==> src/rtl/dtree_vote_window.sv <==
// Majority-vote smoother for the decision-tree classifier output.
// Collects WINDOW predictions into per-class vote counters, scans the
// counters one class per cycle to find the winner, then holds the result
// behind a valid/ready handshake until the consumer takes it.
module dtree_vote_window #(
  parameter  int NUM_CLASSES = 10,
  parameter  int WINDOW      = 8,
  localparam int CW          = $clog2(WINDOW + 1)
) (
  input  logic          clk,
  input  logic          rst,
  input  logic          in_valid,
  output logic          in_ready,
  input  logic [3:0]    in_class,
  input  logic          flush,
  output logic          out_valid,
  input  logic          out_ready,
  output logic [3:0]    out_class,
  output logic [CW-1:0] out_votes,
  output logic [CW-1:0] out_total,
  output logic          out_tie,
  output logic [CW-1:0] out_illegal
);

  // Scan index needs to reach NUM_CLASSES (up to 16) for the finalise step.
  localparam int IW = 5;

  typedef enum logic [1:0] {
    ACCUM = 2'd0,
    SCAN  = 2'd1,
    HOLD  = 2'd2
  } state_t;

  state_t              state_q, state_d;
  logic [CW-1:0]       sample_q, sample_d;
  logic [CW-1:0]       illegal_q, illegal_d;
  logic [IW-1:0]       idx_q, idx_d;
  logic [3:0]          best_idx_q, best_idx_d;
  logic [CW-1:0]       best_votes_q, best_votes_d;
  logic                tie_q, tie_d;
  logic [3:0]          out_class_q, out_class_d;
  logic [CW-1:0]       out_votes_q, out_votes_d;
  logic [CW-1:0]       out_total_q, out_total_d;
  logic                out_tie_q, out_tie_d;
  logic [CW-1:0]       out_illegal_q, out_illegal_d;

  logic                      accept;
  logic                      legal;
  logic                      clear_cnt;
  logic [NUM_CLASSES*CW-1:0] cnt_flat;
  logic [CW-1:0]             cur_votes;

  assign in_ready  = (state_q == ACCUM);
  assign out_valid = (state_q == HOLD);
  assign accept    = (state_q == ACCUM) && in_valid;
  assign legal     = ({1'b0, in_class} < 5'(NUM_CLASSES));

  assign out_class   = out_class_q;
  assign out_votes   = out_votes_q;
  assign out_total   = out_total_q;
  assign out_tie     = out_tie_q;
  assign out_illegal = out_illegal_q;

  // One vote counter per legal class; illegal codes match no counter.
  for (genvar gi = 0; gi < NUM_CLASSES; gi++) begin : g_cnt
    logic [CW-1:0] cnt_q, cnt_d;

    // Count a matching accepted prediction, clear when the result is taken.
    always_comb begin
      cnt_d = cnt_q;
      if (clear_cnt) begin
        cnt_d = '0;
      end else if (accept && (in_class == 4'(gi))) begin
        cnt_d = cnt_q + CW'(1);
      end
    end

    // Counter register.
    always_ff @(posedge clk or posedge rst) begin
      if (rst) cnt_q <= '0;
      else     cnt_q <= cnt_d;
    end

    assign cnt_flat[gi*CW +: CW] = cnt_q;
  end

  // Select the counter addressed by the scan index (zero past the end).
  always_comb begin
    cur_votes = '0;
    for (int i = 0; i < NUM_CLASSES; i++) begin
      if (idx_q == IW'(i)) cur_votes = cnt_flat[i*CW +: CW];
    end
  end

  // Next-state logic: accumulate, scan for the winner, hold the result.
  always_comb begin
    state_d       = state_q;
    sample_d      = sample_q;
    illegal_d     = illegal_q;
    idx_d         = idx_q;
    best_idx_d    = best_idx_q;
    best_votes_d  = best_votes_q;
    tie_d         = tie_q;
    out_class_d   = out_class_q;
    out_votes_d   = out_votes_q;
    out_total_d   = out_total_q;
    out_tie_d     = out_tie_q;
    out_illegal_d = out_illegal_q;
    clear_cnt     = 1'b0;

    case (state_q)
      ACCUM: begin
        if (accept) begin
          sample_d = sample_q + CW'(1);
          if (!legal) illegal_d = illegal_q + CW'(1);
        end
        // The sample accepted this cycle already counts toward the flush test.
        if ((sample_d == CW'(WINDOW)) || (flush && (sample_d != '0))) begin
          state_d      = SCAN;
          idx_d        = '0;
          best_idx_d   = '0;
          best_votes_d = '0;
          tie_d        = 1'b0;
        end
      end

      SCAN: begin
        if (idx_q == IW'(NUM_CLASSES)) begin
          // All classes visited: register the result for the consumer.
          out_class_d   = best_idx_q;
          out_votes_d   = best_votes_q;
          out_total_d   = sample_q - illegal_q;
          out_tie_d     = tie_q;
          out_illegal_d = illegal_q;
          state_d       = HOLD;
        end else begin
          // Strictly-greater keeps the lowest index on ties.
          if (cur_votes > best_votes_q) begin
            best_idx_d   = idx_q[3:0];
            best_votes_d = cur_votes;
            tie_d        = 1'b0;
          end else if ((cur_votes == best_votes_q) && (best_votes_q != '0)) begin
            tie_d = 1'b1;
          end
          idx_d = idx_q + IW'(1);
        end
      end

      HOLD: begin
        if (out_ready) begin
          clear_cnt = 1'b1;
          sample_d  = '0;
          illegal_d = '0;
          state_d   = ACCUM;
        end
      end

      default: state_d = ACCUM;
    endcase
  end

  // State and datapath registers.
  always_ff @(posedge clk or posedge rst) begin
    if (rst) begin
      state_q       <= ACCUM;
      sample_q      <= '0;
      illegal_q     <= '0;
      idx_q         <= '0;
      best_idx_q    <= '0;
      best_votes_q  <= '0;
      tie_q         <= 1'b0;
      out_class_q   <= '0;
      out_votes_q   <= '0;
      out_total_q   <= '0;
      out_tie_q     <= 1'b0;
      out_illegal_q <= '0;
    end else begin
      state_q       <= state_d;
      sample_q      <= sample_d;
      illegal_q     <= illegal_d;
      idx_q         <= idx_d;
      best_idx_q    <= best_idx_d;
      best_votes_q  <= best_votes_d;
      tie_q         <= tie_d;
      out_class_q   <= out_class_d;
      out_votes_q   <= out_votes_d;
      out_total_q   <= out_total_d;
      out_tie_q     <= out_tie_d;
      out_illegal_q <= out_illegal_d;
    end
  end

endmodule

==> config.mk <==
export PLATFORM = sky130hd
export DESIGN_NAME = dtree_vote_window
export DESIGN_NICKNAME = d
export VERILOG_FILES = /design/src/rtl/dtree_vote_window.sv
export SDC_FILE = /design/constraint.sdc
export NUM_CORES = 1
export LEC_CHECK = 0
export ABC_AREA = 0
export BUFFER_PORTS_ARGS = -buffer_cell sky130_fd_sc_hd__buf_2
export CORE_MARGIN = 2
export CORE_UTILIZATION = 61
export CTS_CLUSTER_DIAMETER = 50
export CTS_CLUSTER_SIZE = 16
export DETAILED_ROUTE_END_ITERATION = 12
export GPL_TIMING_DRIVEN = 0
export PLACE_DENSITY = 0.78
export SLEW_MARGIN = 25
export SYNTH_ARGS = -nofsm -noshare
export SYNTH_HDL_FRONTEND = slang
export SYNTH_SLANG_ARGS = --single-unit
export TNS_END_PERCENT = 1
==> constraint.sdc <==
create_clock -name clk -period 3.54 [get_ports clk]
set_input_delay 0.531 -clock clk [delete_from_list [all_inputs] [get_ports clk]]
set_output_delay 0.531 -clock clk [all_outputs]
set_load 0.03 [all_outputs]
==> impl.org, run 1 <==
** Power
- Per report_power, the sequential group accounts for 35.5% of the total.
- Clock share of power :: 15.6%
- Lkg Pwr :: 2.34 nW
- Combinational logic is responsible for 48.9% of the overall power.
- Net switching is 44.6% of the power.
- IR analysis of the VDD net gives a maximum drop of 0.338 mV.
- The internal power of the cells totals 2.25 mW.
- Summed over all nets, the switching power comes to 1.82 mW.
- Power density normalized to cell area :: 819 nW/um^2

** STA
- The number of hold violations in the final report came to 0.
- Setup repair after global routing missed its margin :: no
- Total setup violations reported at the end of the flow :: 0
- The final critical path takes up 94.9% of the cycle.
- Shortest period the worst path allows :: 3.36 ns
- For the pin with the worst max-slew slack, the measured transition is 1.06 ns.
- Between clock sinks in the finished design, the worst skew comes to 0.0100 ns.
- The worst pin sits at a relative slew slack of 29.0%.
- Static timing analysis puts the maximum clock frequency at 298 MHz.
- Number of slew-limit violations in the final report :: 0

** Clock tree
- Once the clock tree was built, the setup fixing pass inserted 0 buffers.
- Clock root buffer master :: sky130_fd_sc_hd__clkbuf_8
- The clock tree synthesis step divided the H-tree into 3 levels.
- Clock insertion delay at the later pin of the skew report :: 0.35 ns
- Clock tree from TritonCTS :: yes
- Number of hold buffers added after CTS :: 0
- In this run, CTS created clock tree buffers numbering 9.
- Number of sinks driven by the clock tree :: 81
- After clock tree synthesis, the clock-pin slew on the worst setup and hold paths is 0.09 ns.
- The clock passes through at most 2 buffers.

** Synth
- Post-synthesis compound-gate area fraction :: 13.4%
- The netlist uses 54 different library cells.
- After synthesis the netlist holds a flip-flop and latch count of 81.
- Dominant cells by area after synthesis :: sky130_fd_sc_hd__dfrtp_1 46%, sky130_fd_sc_hd__ha_1 6.5%, sky130_fd_sc_hd__nand2_1 6.4%
- Most instantiated flip-flop cell in the synthesis netlist :: sky130_fd_sc_hd__dfrtp_1
- Total nets after synthesis :: 509
- Warnings, synthesis :: 0
- Adder-cell share of the synthesized area :: 6.91%
- Most instantiated library cell after synthesis :: sky130_fd_sc_hd__dfrtp_1
- Counting flops with an async set or reset pin after synthesis yields a share of 100%.
- After synthesis the cells add up to 4450 sq um.
- Summing the areas of all xor and xnor instances in the mapped netlist gives 7.08% of the synthesized area.
- Of the post-synthesis cell area, the dominant cell type holds 45.5%.
- After synthesis, the largest family of logic cells by area is simple AND/OR/NAND/NOR gates.
- The cell count after synthesis came out at 476.
- In this run, synthesis inferred 0 flip-flops with an integrated enable.
- By count the netlist is led by 81 x sky130_fd_sc_hd__dfrtp_1, 76 x sky130_fd_sc_hd__nand2_1, 54 x sky130_fd_sc_hd__nor2_1.
- The synthesized netlist devotes 20.6% of its cell area to simple gates.
- Share of synthesized area spent on multiplexers :: 2.25%
- Sequential elements use 45.5% of the synthesized area.
- Each instance of the synthesized netlist takes up on average 9.35 sq um.
- Cell accounting for the most synthesized area :: sky130_fd_sc_hd__dfrtp_1

** Setup path
- The setup path with the least slack is of type flip-flop to flip-flop.
- Critical Path Sink Type :: flip-flop
- Element type at the critical path start :: flip-flop
- Depth of the most critical reg-to-reg path :: 14
- Along the worst path, the maximum fanout reaches 10.
- For the worst setup path, the data required time is 3.84 ns.
- Data arrival time at the worst-slack endpoint :: 3.65 ns

** Floorplanning
- Measured along the y axis, the die boundary spans 89.4 um.
- Core outline area :: 7180 sq um
- Die span in x :: 89.4 um
- Starting Density :: 62.0%
- The floorplan step defined a die boundary enclosing 8000 sq um.
- The initialized floorplan defines 31 standard-cell rows.
- Number of placed I/O pins :: 28

** Layout
- Total of fill cells in the finished design :: 598
- Antenna diodes :: 0
- End-of-flow core utilization :: 69.3%
- In the final layout, the share of cells above drive strength 1 is 13.5%.
- The area growth from synthesis to layout is 11.7%.
- Fin nets :: 546
- For this run, the number of standard cells in the final layout without fillers is 617.

** Min path
- Kind of path behind the tightest hold check :: primary input to async pin

** Placed design
- At the end of routability-driven placement, the weighted congestion stood at 0.897.
- Once detailed placement completed, the half-perimeter wirelength came to 7.32 mm.
- Buffers placed on the I/O ports in this run total 27.
- Counting tap cells, the placed design contains a total of 603 instances.

** Global route
- Wire length of the first global-routing pass :: 16.6 mm
- Total global routing track utilization :: 27.3%
- Number of antenna violations at the first check in global routing :: 0
- Pin count of the biggest net entering global routing :: 56
- Global routing finished with a remaining overflow of 0.
- Number of global-route vias before repair :: 3358

** Run status
- The flow ran to the end, and the final reports show no timing, DRC or antenna violations.

** Drt
- Violation count after the first detailed-routing iteration :: 245
- Detailed-route via count :: 3545
- Dividing the detail-routed wire length by the instance count gives 16.2 um.
- DRT Pass-1 Iters :: 4
- In the routed design, unresolved DRC markers number 0.
- The count of nets left with antenna violations once routing finished came out at 0.
- Dividing the detail-routed via count by the number of cells gives 5.75.
- The routed design has 10.0 mm of wire.

** Job
- Max-cap violations :: 0
## metal layers
metal / GRT usage, % / up-vias / part of all wire [%]
li1: - / 1720 / -
met1: 36.2 / 1705 / 43
met2: 45.9 / 100 / 50
met3: 3.60 / 20 / 4.5
met4: 9.91 / 0 / 2.3
met5: 0 / - / 0
## logic make-up (layout without fill, tap and decap cells)
group           count (synthesis)  count (layout)
simple gates                  194             194
compound gates                 89              89
flops                          81              81
buf+inv                        42              84
xor+xnor                       36              36
fa+ha+maj                      24              24
mux                            10              10
## layout make-up
| type | count | area (sq um) | share of cell area [%] |
|---|---|---|---|
| Buffer | 21 | 119 | 2.39 |
| Clock buffer | 9 | 124 | 2.49 |
| Clock inverter | 7 | 53.8 | 1.08 |
| Inverter | 19 | 73.8 | 1.48 |
| Multi-Input combinational cell | 353 | 2290 | 46.0 |
| Sequential cell | 81 | 2030 | 40.8 |
| Tap cell | 99 | 124 | 2.49 |
| Timing Repair Buffer | 28 | 163 | 3.27 |
## repair_timing
item / 4_1_cts / 5_1_grt
endpoints found under the setup margin: 9 / 9
gates cloned: 0 / 0
resized for setup: 7 / 11
endpoints found under the hold margin: 0 / 0
## flip-flops by register name, summed over array words and instances (netlist names)
name,flops
out_illegal,4
out_votes,4
tie_q,1
best_idx_q,4
sample_q,4
best_votes_q,4
out_class,4
idx_q,5
state_q,2
out_total,4
illegal_q,4
out_tie,1
g_cnt.cnt_q,40
## worst paths after layout
kind                                    to  slack, ns          from
setup / recovery           best_votes_q[2]       0.18      idx_q[1]
min in group clk                state_q[1]       0.39     out_ready
setup reg to reg           best_votes_q[2]       0.18      idx_q[1]
hold / removal                 sample_q[3]       0.15           rst
hold reg to reg               out_votes[0]       0.47  out_votes[0]
max in group asynchronous         idx_q[0]       2.78           rst
## worst max-delay path, cell delays in order, from the launching register on
cell and delay, ns:
sky130_fd_sc_hd__dfrtp_1 0.44, sky130_fd_sc_hd__inv_1 0.15, sky130_fd_sc_hd__ha_1 0.28, sky130_fd_sc_hd__clkbuf_4 0.25
sky130_fd_sc_hd__nor4b_4 0.25, sky130_fd_sc_hd__a22oi_1 0.17, sky130_fd_sc_hd__a31oi_2 0.24, sky130_fd_sc_hd__ha_1 0.28
sky130_fd_sc_hd__nor2b_1 0.13, sky130_fd_sc_hd__o21a_1 0.16, sky130_fd_sc_hd__o21a_1 0.16, sky130_fd_sc_hd__o211a_1 0.21
sky130_fd_sc_hd__buf_6 0.14, sky130_fd_sc_hd__a21oi_4 0.24, sky130_fd_sc_hd__a22o_1 0.18
## cell usage in the layout (no fill, tap or decap), types with 4 or more instances in the layout
master                     netlist  layout
sky130_fd_sc_hd__o21ai_0        27      27
sky130_fd_sc_hd__inv_1          19      18
sky130_fd_sc_hd__a21oi_1        18      18
sky130_fd_sc_hd__o21a_1          4       4
sky130_fd_sc_hd__nor4_1          5       4
sky130_fd_sc_hd__nand4_1        15      15
sky130_fd_sc_hd__xor2_1         23      23
sky130_fd_sc_hd__nand2b_1        8       8
sky130_fd_sc_hd__dfrtp_1        81      80
sky130_fd_sc_hd__nand2_1        76      76
sky130_fd_sc_hd__a31oi_1         6       5
sky130_fd_sc_hd__nor2b_1         5       5
sky130_fd_sc_hd__mux2i_1        10      10
sky130_fd_sc_hd__buf_2           2      30
sky130_fd_sc_hd__nand3_1         6       6
sky130_fd_sc_hd__nor2_1         54      53
sky130_fd_sc_hd__ha_1           23      22
sky130_fd_sc_hd__xnor2_1        13      13
sky130_fd_sc_hd__a22o_1          8       8
sky130_fd_sc_hd__clkbuf_8        0       9
sky130_fd_sc_hd__clkbuf_1       14      10
sky130_fd_sc_hd__nor3_1         11      11
## through the flow
stage                     hold slack [ns]  setup slack [ns]  cell area, sq um  power [mW]  TNS, ns
after floorplan                     0.439             0.325              4450        2.89        0
after global placement              0.454            -0.245              4710        3.29    -2.05
final                               0.152             0.182              4970        4.07        0
after global routing                0.177            0.0103              4970        4.39        0
after detailed placement            0.457            -0.300              4740        3.37    -2.57
after CTS                           0.157            0.0679              4940        4.04        0
## power groups by stage
| stage | clock network (mW) | registers, mW | logic, mW |
|---|---|---|---|
| floorplan | 0 | 1.57 | 1.32 |
| global placement | 0 | 1.44 | 1.85 |
| detailed placement | 0 | 1.46 | 1.91 |
| CTS | 0.638 | 1.44 | 1.96 |
| global route | 0.681 | 1.49 | 2.22 |
| finish | 0.634 | 1.45 | 1.99 |
(Power assumes the default switching activity.)
==> run 2: changes to the inputs <==
--- a/config.mk
+++ b/config.mk
@@ -14,6 +14,7 @@
 export DETAILED_ROUTE_END_ITERATION = 12
 export GPL_TIMING_DRIVEN = 0
 export PLACE_DENSITY = 0.78
+export RECOVER_POWER = 100
 export SLEW_MARGIN = 25
 export SYNTH_ARGS = -nofsm -noshare
 export SYNTH_HDL_FRONTEND = slang
==> run 2 against run 1 <==
Compared with the run above: die area is the same; routed wire length is 0.36% higher; final cell count unchanged; non-clock buffer count unchanged; cell area is 1.6% lower; maximum frequency decreased by 0.90%; sequential share of layout area up 0.68 points; utilization decreased by 1.1 points; total power down 0.55%; via count is 0.34% lower; clock power is essentially flat.
==> impl.org, run 2 (same netlist as run 1, synthesis figures left out) <==
** STA
- Setup repair after global routing missed its margin :: no
- Hold Fails Final Rpt :: 0 (unchanged)
- Max Clk Rate :: 295 MHz (-0.90%)
- The post-route clock period utilization is 95.7% (+0.86 points).
- Post-Route Skew :: 0.00968 ns (-0.000326 ns)
- The max-slew violation count is 0 (unchanged).
- The slew at the pin closest to its max-slew limit was 1.38 ns (+0.326 ns).
- The number of setup violations in the final report came to 0 (unchanged).
- Worst slew margin relative to its limit :: 7.93% (-21 points)
- The final critical-path required period came to 3.39 ns (+0.0304 ns).

** Clock tree
- The clock buffer count from CTS came to 9 (unchanged).
- TritonCTS built the clock tree.
- The cell sitting at the root of the clock tree is a sky130_fd_sc_hd__clkbuf_8.
- Count of H-tree levels built during CTS :: 3 (unchanged)
- The number of sinks handled by clock tree synthesis is 81 (unchanged).
- The number of buffers inserted to repair setup after CTS is 0 (unchanged).
- The largest buffer count on any clock path came to 2 (unchanged).
- The clock insertion delay at the later pin of the skew report is 0.35 ns (about the same).
- The clock-pin slew on the worst setup and hold paths came to 0.09 ns (about the same).
- Number of hold buffers added after CTS :: 0 (unchanged)

** Drt
- The routed wire length was 10.0 mm (+0.36%).
- Violation count after the first detailed-routing iteration :: 218 (-11%)
- The count of vias placed by the detailed router came to 3533 (-0.34%).
- The number of iterations in the first detailed-routing pass is 4 (unchanged).
- The remaining design rule violation count is 0 (unchanged).
- Number of nets still failing antenna checks after routing :: 0 (unchanged)
- Per-cell routed wire length :: 16.3 um (+0.36%)
- DR vias/cell :: 5.73 (-0.34%)

** Min path
- Kind of path behind the tightest hold check :: primary input to async pin

** Layout
- The number of nets in the layout is 546 (unchanged).
- Most frequent cells in the layout :: 80 x sky130_fd_sc_hd__dfrtp_1, 76 x sky130_fd_sc_hd__nand2_1, 53 x sky130_fd_sc_hd__nor2_1
- The number of antenna cells inserted was 0 (unchanged).
- Most common cell after layout, fill and taps aside :: sky130_fd_sc_hd__dfrtp_1
- Relative to the synthesized area, the layout overhead comes to 9.87%.
- The proportion of layout cells with a drive suffix above 1 is 8.69% (-4.8 points).
- The post-route cell area is 4890 sq um (-1.6%).
- The number of fill cells in the layout is 621 (+3.8%).
- Ranked by flip-flop count, first place goes to g_cnt.cnt_q.
- Largest registers ranked by flip-flop count :: g_cnt.cnt_q (40), idx_q (5)
- Max FFs per register :: 40 (unchanged)

** Floorplanning
- The die outline width is 89.4 um (unchanged).
- Die footprint :: 8000 sq um (unchanged)
- Height of the die :: 89.4 um (unchanged)
- The placeable core region came to 7180 sq um (unchanged).
- The floorplan row count came to 31 (unchanged).
- The top-level port count came to 28 (unchanged).
- The starting density of the core was 62.0% (unchanged).

** Setup path
- STA classifies the critical path endpoint as a flip-flop.
- Setup Crit Path Kind :: flip-flop to flip-flop
- Critical path, cell by cell :: inv_1 > ha_1 > clkbuf_4 > nor4b_4 > a22oi_1 > a31oi_2 > ha_1 > nor2b_1 > o21a_1 > o21a_1 > o211a_1 > buf_6 > a21oi_4 > a22o_1
- Crit-path slowest cell :: sky130_fd_sc_hd__dfrtp_1
- The biggest fanout along the worst timing path came to 10 (unchanged).
- Peak per-stage delay on the critical path :: 0.44 ns (about the same)
- The data arrival time of the critical path came to 3.68 ns (+0.03 ns).
- STA classifies the critical path startpoint as a flip-flop.
- The endpoint required time on the critical path was 3.84 ns (about the same).

** Global route
- The pin count of the biggest net entering global routing was 56 (unchanged).
- The number of global-route vias before repair is 3358 (unchanged).
- Wire length of the first global-routing pass :: 16.6 mm (unchanged)
- The number of antenna violations at the first check in global routing came to 0 (unchanged).
- Total congestion overflow after global routing :: 0 (unchanged)
- The all-layer global routing usage is 27.3% (unchanged).

** Placed design
- RePlAce Congestion :: 0.897 (unchanged)
- The cell area after placement is 4740 sq um (unchanged).
- Number of port buffers :: 27 (unchanged)
- Estimated wirelength of the detail-placed design :: 7.32 mm (unchanged)

** Run status
- Outcome :: finished, final reports clean

** Power
- Total power of the final layout :: 4.05 mW (-0.55%)
- Max VDD drop :: 0.337 mV (-0.28%)
- The total power density per cell area is 828 nW/um^2 (+1.1%).
- Lkg Pwr :: 2.24 nW (-4.2%)

** Job
- Max-cap violations :: 0 (unchanged)
[run 2: worst paths after layout]
check | startpoint | end | slack (ns) | cells after the start
max | idx_q[1] | best_votes_q[2] | 0.15 | 14
min reg2reg | out_votes[0] | out_votes[0] | 0.47 | 2
min in group clk | out_ready | state_q[1] | 0.39 | 2
min | rst | sample_q[2] | 0.37 | 2
max reg2reg | idx_q[1] | best_votes_q[2] | 0.15 | 14
max in group asynchronous | rst | idx_q[0] | 1.21 | 3
[run 2: final cells by class]
type,instances,area (sq um),area share (%)
Clock buffer,9,124,2.53
Sequential cell,81,2030,41.5
Timing Repair Buffer,28,115,2.35
Tap cell,99,124,2.53
Buffer,21,110,2.25
Clock inverter,7,53.8,1.10
Inverter,19,72.6,1.48
Multi-Input combinational cell,353,2260,46.3
[run 2: per-stage QoR]
stage                     utilization, %  std cells  hold WS (ns)  TNS (ns)  worst slack [ns]
after floorplan                        -        476         0.439         0             0.325
after global placement              65.6        602         0.454     -2.05            -0.245
after detailed placement            66.1        603         0.457     -2.57            -0.300
after CTS                           68.9        619         0.157         0            0.0679
after global routing                68.2        617         0.393         0            0.0103
final                               68.2        617         0.371         0             0.152
[run 2: per-layer routing]
| metal | global-route usage [%] | vias to the layer above | wire, um | share of wire, % |
|---|---|---|---|---|
| met4 | 9.91 | 0 | 218 | 2.2 |
| met5 | 0 | - | 0 | 0 |
| met2 | 45.9 | 69 | 4940 | 49 |
| li1 | - | 1713 | - | - |
| met1 | 36.2 | 1735 | 4590 | 46 |
| met3 | 3.60 | 16 | 279 | 2.8 |
[run 2: repair_timing]
item / CTS / global route
endpoints found under the setup margin: 9 / 9
cloned: 0 / 0
resized for setup: 7 / 11
[run 2: where the power goes]
part / internal (mW) / switching (mW)
registers: 1.19 / 0.256
logic: 0.767 / 1.20
clock network: 0.260 / 0.376
total: 2.22 / 1.83
[run 2: critical path, delay by kind of cell (launching register included)]
family	cells	cell delay (ns)
AND/OR/NAND/NOR	2	0.39
AO/OA/AOI/OAI	7	1.37
adder cells (fa/ha/maj)	2	0.58
flip-flops	1	0.44
buffers and inverters	3	0.55
